### config.mk
export PLATFORM = sky130hd
export DESIGN_NAME = truth_table_sequencer
export DESIGN_NICKNAME = d
export VERILOG_FILES = /design/src/rtl/truth_table_pkg.sv /design/src/rtl/settle_timer.sv /design/src/rtl/truth_table_sequencer.sv
export SDC_FILE = /design/constraint.sdc
export NUM_CORES = 1
export LEC_CHECK = 0
export ABC_AREA = 1
export BUFFER_PORTS_ARGS = -buffer_cell sky130_fd_sc_hd__buf_2
export CELL_PAD_IN_SITES_DETAIL_PLACEMENT = 1
export CELL_PAD_IN_SITES_GLOBAL_PLACEMENT = 2
export CORE_UTILIZATION = 35
export CTS_BUF_LIST = sky130_fd_sc_hd__clkbuf_4
export DETAILED_ROUTE_END_ITERATION = 10
export PLACE_DENSITY = 0.84
export SLEW_MARGIN = 20
export SYNTH_ARGS = -nofsm -noshare
export SYNTH_HDL_FRONTEND = slang
export SYNTH_SLANG_ARGS = --single-unit
### constraint.sdc
create_clock -name clk -period 2.8 [get_ports clk]
set_input_delay 0.56 -clock clk [delete_from_list [all_inputs] [get_ports clk]]
set_output_delay 0.56 -clock clk [all_outputs]
set_load 0.05 [all_outputs]
### src/rtl/truth_table_pkg.sv
// Shared types and constants for the two-input gate truth-table sequencer.
// Rows are packed {xnor,xor,nor,nand,not,or,and}, bit 0 = and.
package truth_table_pkg;

  localparam int unsigned GATE_W = 7;
  localparam int unsigned VEC_W  = 2;
  localparam int unsigned CNT_W  = 4;

  localparam int unsigned GATE_AND  = 0;
  localparam int unsigned GATE_OR   = 1;
  localparam int unsigned GATE_NOT  = 2;
  localparam int unsigned GATE_NAND = 3;
  localparam int unsigned GATE_NOR  = 4;
  localparam int unsigned GATE_XOR  = 5;
  localparam int unsigned GATE_XNOR = 6;

  typedef enum logic [1:0] {
    ST_IDLE,
    ST_SETTLE,
    ST_CHECK,
    ST_DONE
  } state_e;

  // Golden row for stimulus {a,b}; NOT observes input a only.
  function automatic logic [GATE_W-1:0] gate_row(input logic a, input logic b);
    logic [GATE_W-1:0] r;
    r            = '0;
    r[GATE_AND]  = a & b;
    r[GATE_OR]   = a | b;
    r[GATE_NOT]  = ~a;
    r[GATE_NAND] = ~(a & b);
    r[GATE_NOR]  = ~(a | b);
    r[GATE_XOR]  = a ^ b;
    r[GATE_XNOR] = ~(a ^ b);
    return r;
  endfunction

  // Indexed by {a,b}: 00->1011100, 01->0101110, 10->0101010, 11->1000011.
  localparam logic [3:0][GATE_W-1:0] EXP_ROWS = {
    gate_row(1'b1, 1'b1),
    gate_row(1'b1, 1'b0),
    gate_row(1'b0, 1'b1),
    gate_row(1'b0, 1'b0)
  };

  function automatic logic [GATE_W-1:0] expected_row(input logic [VEC_W-1:0] vec);
    return EXP_ROWS[vec];
  endfunction

endpackage

### src/rtl/settle_timer.sv
// Hold-time counter: load starts a LEN-cycle window, expire_o is high in its last cycle.
module settle_timer
  import truth_table_pkg::*;
#(
  parameter int unsigned LEN = 2
) (
  input  logic clk,
  input  logic rst,
  input  logic load_i,
  output logic expire_o
);

  logic [CNT_W-1:0] cnt_q, cnt_d;
  logic             expire_q, expire_d;

  // cnt_q holds the cycles remaining after the current one
  always_comb begin
    cnt_d    = cnt_q;
    expire_d = 1'b0;
    if (load_i) begin
      cnt_d    = CNT_W'(LEN - 1);
      expire_d = (LEN == 1);
    end else if (cnt_q != '0) begin
      cnt_d    = cnt_q - CNT_W'(1);
      expire_d = (cnt_q == CNT_W'(1));
    end
  end

  always_ff @(posedge clk or posedge rst) begin
    if (rst) begin
      cnt_q    <= '0;
      expire_q <= 1'b0;
    end else begin
      cnt_q    <= cnt_d;
      expire_q <= expire_d;
    end
  end

  assign expire_o = expire_q;

endmodule

### src/rtl/truth_table_sequencer.sv
// Walks {a,b} through 00..11, holds each vector SETTLE_CYCLES cycles, then checks
// the gate-under-test outputs against the golden truth table and reports a verdict.
module truth_table_sequencer
  import truth_table_pkg::*;
#(
  parameter int unsigned SETTLE_CYCLES = 2
) (
  input  logic              clk,
  input  logic              rst,
  input  logic              start,
  input  logic [GATE_W-1:0] gate_in,
  output logic              a,
  output logic              b,
  output logic              busy,
  output logic              result_valid,
  output logic [VEC_W-1:0]  result_idx,
  output logic [GATE_W-1:0] result_row,
  output logic              done,
  output logic              pass,
  output logic [GATE_W-1:0] err_mask
);

  state_e            state_q;
  logic [VEC_W-1:0]  vec_q;
  logic              busy_q;
  logic              result_valid_q;
  logic [VEC_W-1:0]  result_idx_q;
  logic [GATE_W-1:0] result_row_q;
  logic              done_q;
  logic              pass_q;
  logic [GATE_W-1:0] err_mask_q;

  logic              timer_load_c;
  logic              timer_expire;
  logic [GATE_W-1:0] mismatch_c;

  assign mismatch_c   = gate_in ^ expected_row(vec_q);
  assign timer_load_c = ((state_q == ST_IDLE) && start) ||
                        ((state_q == ST_CHECK) && (vec_q != VEC_W'(3)));

  settle_timer #(
    .LEN(SETTLE_CYCLES)
  ) u_settle_timer (
    .clk     (clk),
    .rst     (rst),
    .load_i  (timer_load_c),
    .expire_o(timer_expire)
  );

  always_ff @(posedge clk or posedge rst) begin
    if (rst) begin
      state_q        <= ST_IDLE;
      vec_q          <= '0;
      busy_q         <= 1'b0;
      result_valid_q <= 1'b0;
      result_idx_q   <= '0;
      result_row_q   <= '0;
      done_q         <= 1'b0;
      pass_q         <= 1'b0;
      err_mask_q     <= '0;
    end else begin
      result_valid_q <= 1'b0;
      done_q         <= 1'b0;
      case (state_q)
        ST_IDLE: begin
          if (start) begin
            state_q    <= ST_SETTLE;
            vec_q      <= '0;
            busy_q     <= 1'b1;
            pass_q     <= 1'b0;
            err_mask_q <= '0;
          end
        end
        ST_SETTLE: begin
          if (timer_expire) state_q <= ST_CHECK;
        end
        ST_CHECK: begin
          err_mask_q     <= err_mask_q | mismatch_c;
          result_valid_q <= 1'b1;
          result_idx_q   <= vec_q;
          result_row_q   <= gate_in;
          // Verdict is registered together with done so both appear in the DONE cycle
          if (vec_q == VEC_W'(3)) begin
            state_q <= ST_DONE;
            done_q  <= 1'b1;
            pass_q  <= ((err_mask_q | mismatch_c) == '0);
          end else begin
            state_q <= ST_SETTLE;
            vec_q   <= vec_q + VEC_W'(1);
          end
        end
        ST_DONE: begin
          state_q <= ST_IDLE;
          busy_q  <= 1'b0;
        end
        default: state_q <= ST_IDLE;
      endcase
    end
  end

  assign a            = vec_q[1];
  assign b            = vec_q[0];
  assign busy         = busy_q;
  assign result_valid = result_valid_q;
  assign result_idx   = result_idx_q;
  assign result_row   = result_row_q;
  assign done         = done_q;
  assign pass         = pass_q;
  assign err_mask     = err_mask_q;

endmodule

==> metrics.md, run 1 <==
| Metric | Value |
|---|---|
| Status | finished clean |
| Clock network power share | 11.3% |
| Initial core utilization | about 37% |
| Floorplan die width | 64.7 µm |
| Initial drt markers | 27 |
| DP Worst Slack | 1.21 ns |
| Most frequent cells in the layout | nand2_1, buf_2, dfrtp_1 |
| Critical Path AT | 1.10 ns |
| Worst EP required | 2.24 ns |
| Vias in the first global route | 1225 |
| Setup Total Neg Slack | 0 ns |
| Startpoint types | flop |
| CP delay by family, top | flip-flops |
| Final Max Slew Viols | 0 |
| Final ANT Viol Nets | 0 |
| Logic gate share of total power | 55.5% |
| Worst setup margin | 1.14 ns |
| Net Sw Frac | between 50% and 60% |
| CTS HTree Levels | 2 |
| Ports | 32 |
| Peak supply drop | 0.000526 V |
| Gr usage total | 18.5% |
| Initial antenna violation count | 0 |
| Post-synthesis sequential area ratio | ~53% |
| Dpl hpwl | 2.34 mm |
| Vias | 1111 |
| Nets@finish | 206 |
| Worst path depth | 1 |
| DR WL/cell | 13.3 µm |
| PortBufs | 31 |
| Worst setup path class | flop to primary output |
| First-pass GRT wire length | 5.69 mm |
| Total grt overflow | 0 |
| Hold Vio Cnt, Final | 0 |
| Max Freq | 602 MHz |
| Core Region | 3720 µm² |
| Clock transition at path regs | approximately 0.09 ns |
| Area Overhead vs Synth | 17.8% |
| Top cell type's share of synthesized area | roughly 53% |
| Hold WS | 0.281 ns |
| Post-cts hold buffer count | 0 |
| Critical-path cell list | buf_2 |
| Clk_lat worst skew | around 0.33 ns |
| Crit path buf inv count | 1 |
| Final Setup Violations | 0 |
| Routed WL | about 3.2 mm |
| Pwr/cell area | 1310 nW/µm² |
| Worst hold path type | primary input to async pin |
| Sw power | 1.11 mW |
| R2R depth | 9 |
| DR pass1 iterations | 4 |
| Syn Inst Count | around 150 |
| Max-cap violations | 0 |
| Synth top area cells | dfrtp_1, nand2_1, ha_1 |
| Die area | between 4000 and 5000 µm² |
| Share of layout cells above drive strength 1 | 26.3% |
| P_leak | 0.904 nW |
| Crit. End Element | primary output |
| Yosys reg bits | 29 |
| Filler cells | 474 |
| Post-synth top area cell | dfrtp_1 |
| DRC viols | 0 |
| Tightest Pin Transition | between 0.3 and 0.4 ns |
| Net Count, Synth | 169 |
| Rel. slew slack | 74.2% |
| CTS tree | yes |
| Internal | 1.01 mW |
| Post-CTS Setup Bufs | 0 |
| RSZ-0062 raised after global routing | false |
| GP Congestion | 0.762 |
| Synthesized area | ~1400 µm² |
| Inserted Clock Buffers | 5 |
| Row count | 22 |
| Largest net degree at the start of global routing | 30 |
| Critical Path Slowest Stage Cell | dfrtp_1 |
| Fin crit period | 1.66 ns |
| Clock Sinks | 29 |
| Clock skew | 0.00618 ns |
| CP max stage delay | 0.46 ns |
| Via density | about 4.7 |
| Fin crit share | 59.4% |
| Distinct cells, synth | 27 |
| Crit Path Max Fanout | 6 |
| Syn avg cell area | roughly 9.0 µm² |
| Leading cell type in the layout, fill and taps excluded | nand2_1 |
| Clock Tree Buf Depth | 2 |
| Post-CTS Resized | 0 |
| Seq pwr share | ~33% |
| Root buf cell | clkbuf_4 |
| Ys Warns | 0 |
| Diode count | 0 |
| Die Y | 64.7 µm |
[metal layers]
layer	share of wire [%]	vias up	GRT usage [%]
li1	-	559	-
met1	47	522	22.7
met2	47	24	29.7
met3	4.4	6	5.99
met4	1.8	0	7.50
met5	0	-	0
[layout make-up]
| type | count | area (µm²) | share of cell area [%] |
|---|---|---|---|
| clock buffer | 6 | 45.0 | 2.78 |
| clock inverter | 1 | 3.75 | 0.232 |
| inverter | 20 | 75.1 | 4.63 |
| multi-input combinational | 102 | 548 | 33.8 |
| sequential | 29 | 726 | 44.8 |
| tap | 48 | 60.1 | 3.71 |
| timing repair buffer | 32 | 163 | 10.0 |
[registers in the layout (all words and copies together) (netlist names)]
register                 flops
err_mask                     7
result_row                   7
u_settle_timer.cnt_q         4
result_idx                   2
state_q                      2
vec_q                        2
busy                         1
done                         1
pass                         1
result_valid                 1
u_settle_timer.expire_o      1
[path summary, 6_finish.rpt]
check                                    from             to  slack [ns]
worst max-delay path                 vec_q[1]              a        1.14
worst min register to register  result_row[0]  result_row[0]        0.48
worst max register to register       vec_q[1]           pass        1.21
min in group clk                   gate_in[3]  result_row[3]        0.46
max in group asynchronous                 rst  result_row[4]        2.22
worst min-delay path                      rst  result_idx[1]        0.28
[power by group through the flow]
stage / combinational [mW] / clock (mW) / sequential (mW)
after floorplan: 0.476 / 0 / 1.15
after global placement: 1.15 / 0 / 0.699
after detailed placement: 1.18 / 0 / 0.714
after CTS: 1.19 / 0.250 / 0.707
after global routing: 1.29 / 0.266 / 0.730
final: 1.18 / 0.240 / 0.704
[metrics by stage]
stage / util [%] / power (mW) / cell area [µm²] / std cells
final: 43.6 / 2.12 / 1620 / 238
after global routing: 43.6 / 2.28 / 1620 / 238
after CTS: 43.6 / 2.15 / 1620 / 238
after detailed placement: 42.3 / 1.90 / 1570 / 231
after global placement: 42.3 / 1.85 / 1570 / 231
after floorplan: - / 1.62 / 1380 / 153
[logic make-up (layout without fill, tap and decap cells)]
kind of cell,Yosys count,after routing,share of synthesized area (%)
AO/OA/AOI/OAI,24,24,11.9
buffers and inverters,22,59,7.37
XOR/XNOR,1,1,0.637
AND/OR/NAND/NOR,71,71,21.8
flip-flops,29,29,52.8
adder cells (fa/ha/maj),6,6,5.46
[cell usage after synthesis (all sizes together)]
library cell  number
nand2             45
dfrtp             29
inv               19
nor2              19
o21ai             10
ha                 6
o22ai              6
a21oi              5
nand3              5
buf                2
a31o               1
clkinv             1
nor3               1
nor3b              1
o211a              1
o31ai              1
xnor2              1
Power figures use the tool's default switching activity.
==> run 2, diff against run 1 <==
--- a/config.mk
+++ b/config.mk
@@ -9,10 +9,10 @@
 export BUFFER_PORTS_ARGS = -buffer_cell sky130_fd_sc_hd__buf_2
 export CELL_PAD_IN_SITES_DETAIL_PLACEMENT = 1
 export CELL_PAD_IN_SITES_GLOBAL_PLACEMENT = 2
-export CORE_UTILIZATION = 35
+export CORE_UTILIZATION = 29
 export CTS_BUF_LIST = sky130_fd_sc_hd__clkbuf_4
 export DETAILED_ROUTE_END_ITERATION = 10
-export PLACE_DENSITY = 0.84
+export PLACE_DENSITY = 0.74
 export SLEW_MARGIN = 20
 export SYNTH_ARGS = -nofsm -noshare
 export SYNTH_HDL_FRONTEND = slang
==> constraint.sdc (replaced) <==
create_clock -name clk -period 1.4 [get_ports clk]
set_input_delay 0.28 -clock clk [delete_from_list [all_inputs] [get_ports clk]]
set_output_delay 0.28 -clock clk [all_outputs]
set_load 0.05 [all_outputs]
==> metrics.md, run 2 (synthesis results as in run 1) <==
| Metric | Value |
|---|---|
| Dpl hpwl | 2.47 mm |
| Clk_lat worst skew | roughly 0.33 ns |
| Leading cell type in the layout, fill and taps excluded | nand2_1 |
| Worst EP required | approximately 1.7 ns |
| P_leak | about 0.96 nW |
| Inserted Clock Buffers | 5 |
| First-pass GRT wire length | 5.98 mm |
| Seq. cell area | 728 µm² |
| Initial core utilization | 30.9% |
| Die area | 5020 µm² |
| Hold Vio Cnt, Final | 0 |
| Net Sw Frac | between 50% and 60% |
| Via density | ~4.6 |
| Crit Path Max Fanout | 5 |
| Critical Path AT | ~1.7 ns |
| Worst hold path type | primary input to async pin |
| Pwr/cell area | 2570 nW/µm² |
| CTS tree | yes |
| Hold WS | 0.00612 ns |
| Logic gate share of total power | 57.8% |
| Initial antenna violation count | 0 |
| DR WL/cell | 13.5 µm |
| Startpoint types | flop |
| Clock transition at path regs | 0.10 ns |
| Clock network power share | 11.2% |
| Seq pwr share | 31.0% |
| Core Region | 4440 µm² |
| Vias in the first global route | approximately 1300 |
| Tightest Pin Transition | 0.397 ns |
| Final Max Slew Viols | 0 |
| Violations in the final reports | design-rule violations |
| Final Setup Violations | 0 |
| Area of the multi-input gates | 617 µm² |
| Peak supply drop | 0.000771 V |
| Worst Setup EP | pass |
| Post-cts hold buffer count | 0 |
| Filler cells | roughly 550 |
| Worst setup path class | flop to flop |
| Diode count | 0 |
| Nets@finish | roughly 220 |
| PortBufs | 31 |
| Floorplan die width | ~71 µm |
| Row count | 24 |
| Status | finished, violations left |
| Max Freq | approximately 720 MHz |
| Internal | roughly 2.2 mW |
| RSZ-0062 raised after global routing | true |
| Most frequent cells in the layout | nand2_1, buf_2, dfrtp_1 |
| Initial drt markers | just over 80 |
| Fin area | 1800 µm² |
| R2R depth | 9 |
| Root buf cell | clkbuf_4 |
| Rel. slew slack | between 70% and 80% |
| CTS HTree Levels | 2 |
| Share of layout cells above drive strength 1 | 39.1% |
| Clock Tree Buf Depth | 2 |
| Post-DP Area | ~1600 µm² |
| Max-cap violations | 0 |
| Vias | 1174 |
| CP startpoint | vec_q[1] |
| Total grt overflow | 0 |
| Final ANT Viol Nets | 0 |
| Fin crit share | 98.7% |
| Tot Pwr | 4.62 mW |
| Worst reg2reg setup slack | 0.02 ns |
| Fin crit period | 1.38 ns |
| Area Overhead vs Synth | 30.6% |
| Clock Sinks | 29 |
| DRC viols | 4 |
| Largest net degree at the start of global routing | 30 |
| Crit. End Element | flop |
| Gr usage total | 15.4% |
| Die Y | between 70 and 80 µm |
| RR Startpoint | vec_q[1] |
| DR pass1 iterations | 9 |
| GP Congestion | about 0.74 |
| Routed WL | 3.42 mm |
| Sw power | 2.40 mW |
| Fin util | approximately two fifths |
| Ports | 32 |
| FF-to-FF End | pass |
| Clock skew | 0.00703 ns |
==> run 2: changes by cell type in the layout (fill, tap and decap cells not counted), sizes merged <==
| cell | delta |
|---|---|
| buf | +10 |
| clkbuf | +1 |
| clkinv | +1 |
==> run 2: worst min path at each step <==
stage          depth (start not counted)  slack, ns  from                 endpoint
4_1_cts                                3       0.02   rst  u_settle_timer.cnt_q[0]
2_1_floorplan                          1       0.36   rst                     busy
3_3_place_gp                           3       0.38   rst  u_settle_timer.cnt_q[0]
6_report                               3      0.006   rst  u_settle_timer.expire_o
5_1_grt                                3       0.04   rst  u_settle_timer.cnt_q[0]
3_5_place_dp                           3       0.39   rst  u_settle_timer.cnt_q[0]
==> run 2: routing by layer <==
metal  track usage [%]  vias up  wire length (µm)  share of wire, %
li1                  -      582                 -                 -
met1              17.9      564              1470                43
met2              27.4       22              1770                52
met3              4.70        6               131               3.8
met4              4.67        0                55               1.6
met5                 0        -                 0                 0
==> run 2: final cells by class <==
cell class / instances / area share (%)
multi-input cells: 102 / 34.4
inverters: 20 / 4.60
clock inverters: 2 / 0.557
clock buffers: 6 / 2.51
well taps: 52 / 3.62
repair buffers: 43 / 13.8
flip-flops and latches: 29 / 40.6
==> run 2: timing repair <==
action / 4_1_cts / 5_1_grt
setup endpoints to repair: 1 / 5
gates resized for setup: 4 / 13
endpoints found under the hold margin: 0 / 0
buffers inserted: 5 / 2
pin swaps: 6 / 8
==> run 2: power by group through the flow <==
stage	clock [mW]	sequential (mW)	combinational, mW
after global routing	0.571	1.49	2.91
after floorplan	0	2.31	0.984
after global placement	0	1.41	2.40
after detailed placement	0	1.44	2.47
final	0.519	1.43	2.67
after CTS	0.543	1.42	2.58
==> run 2: stage by stage <==
step,cells,worst slack [ns],setup TNS (ns)
floorplan,153,-0.0206,-0.0206
global placement,239,0.0392,0
detailed placement,239,-0.0447,-0.0447
CTS,252,0.00369,0
global route,254,-0.0746,-0.106
finish,254,0.0185,0
==> run 2: critical path: stages (launching register included) <==
cell and delay (ns):
dfrtp_2 0.48, inv_4 0.10, ha_4 0.22, nand2_2 0.07
nand2_2 0.06, nor2_4 0.11, nand2_2 0.06, nor2_1 0.10
nand2_1 0.06, nand2_1 0.06
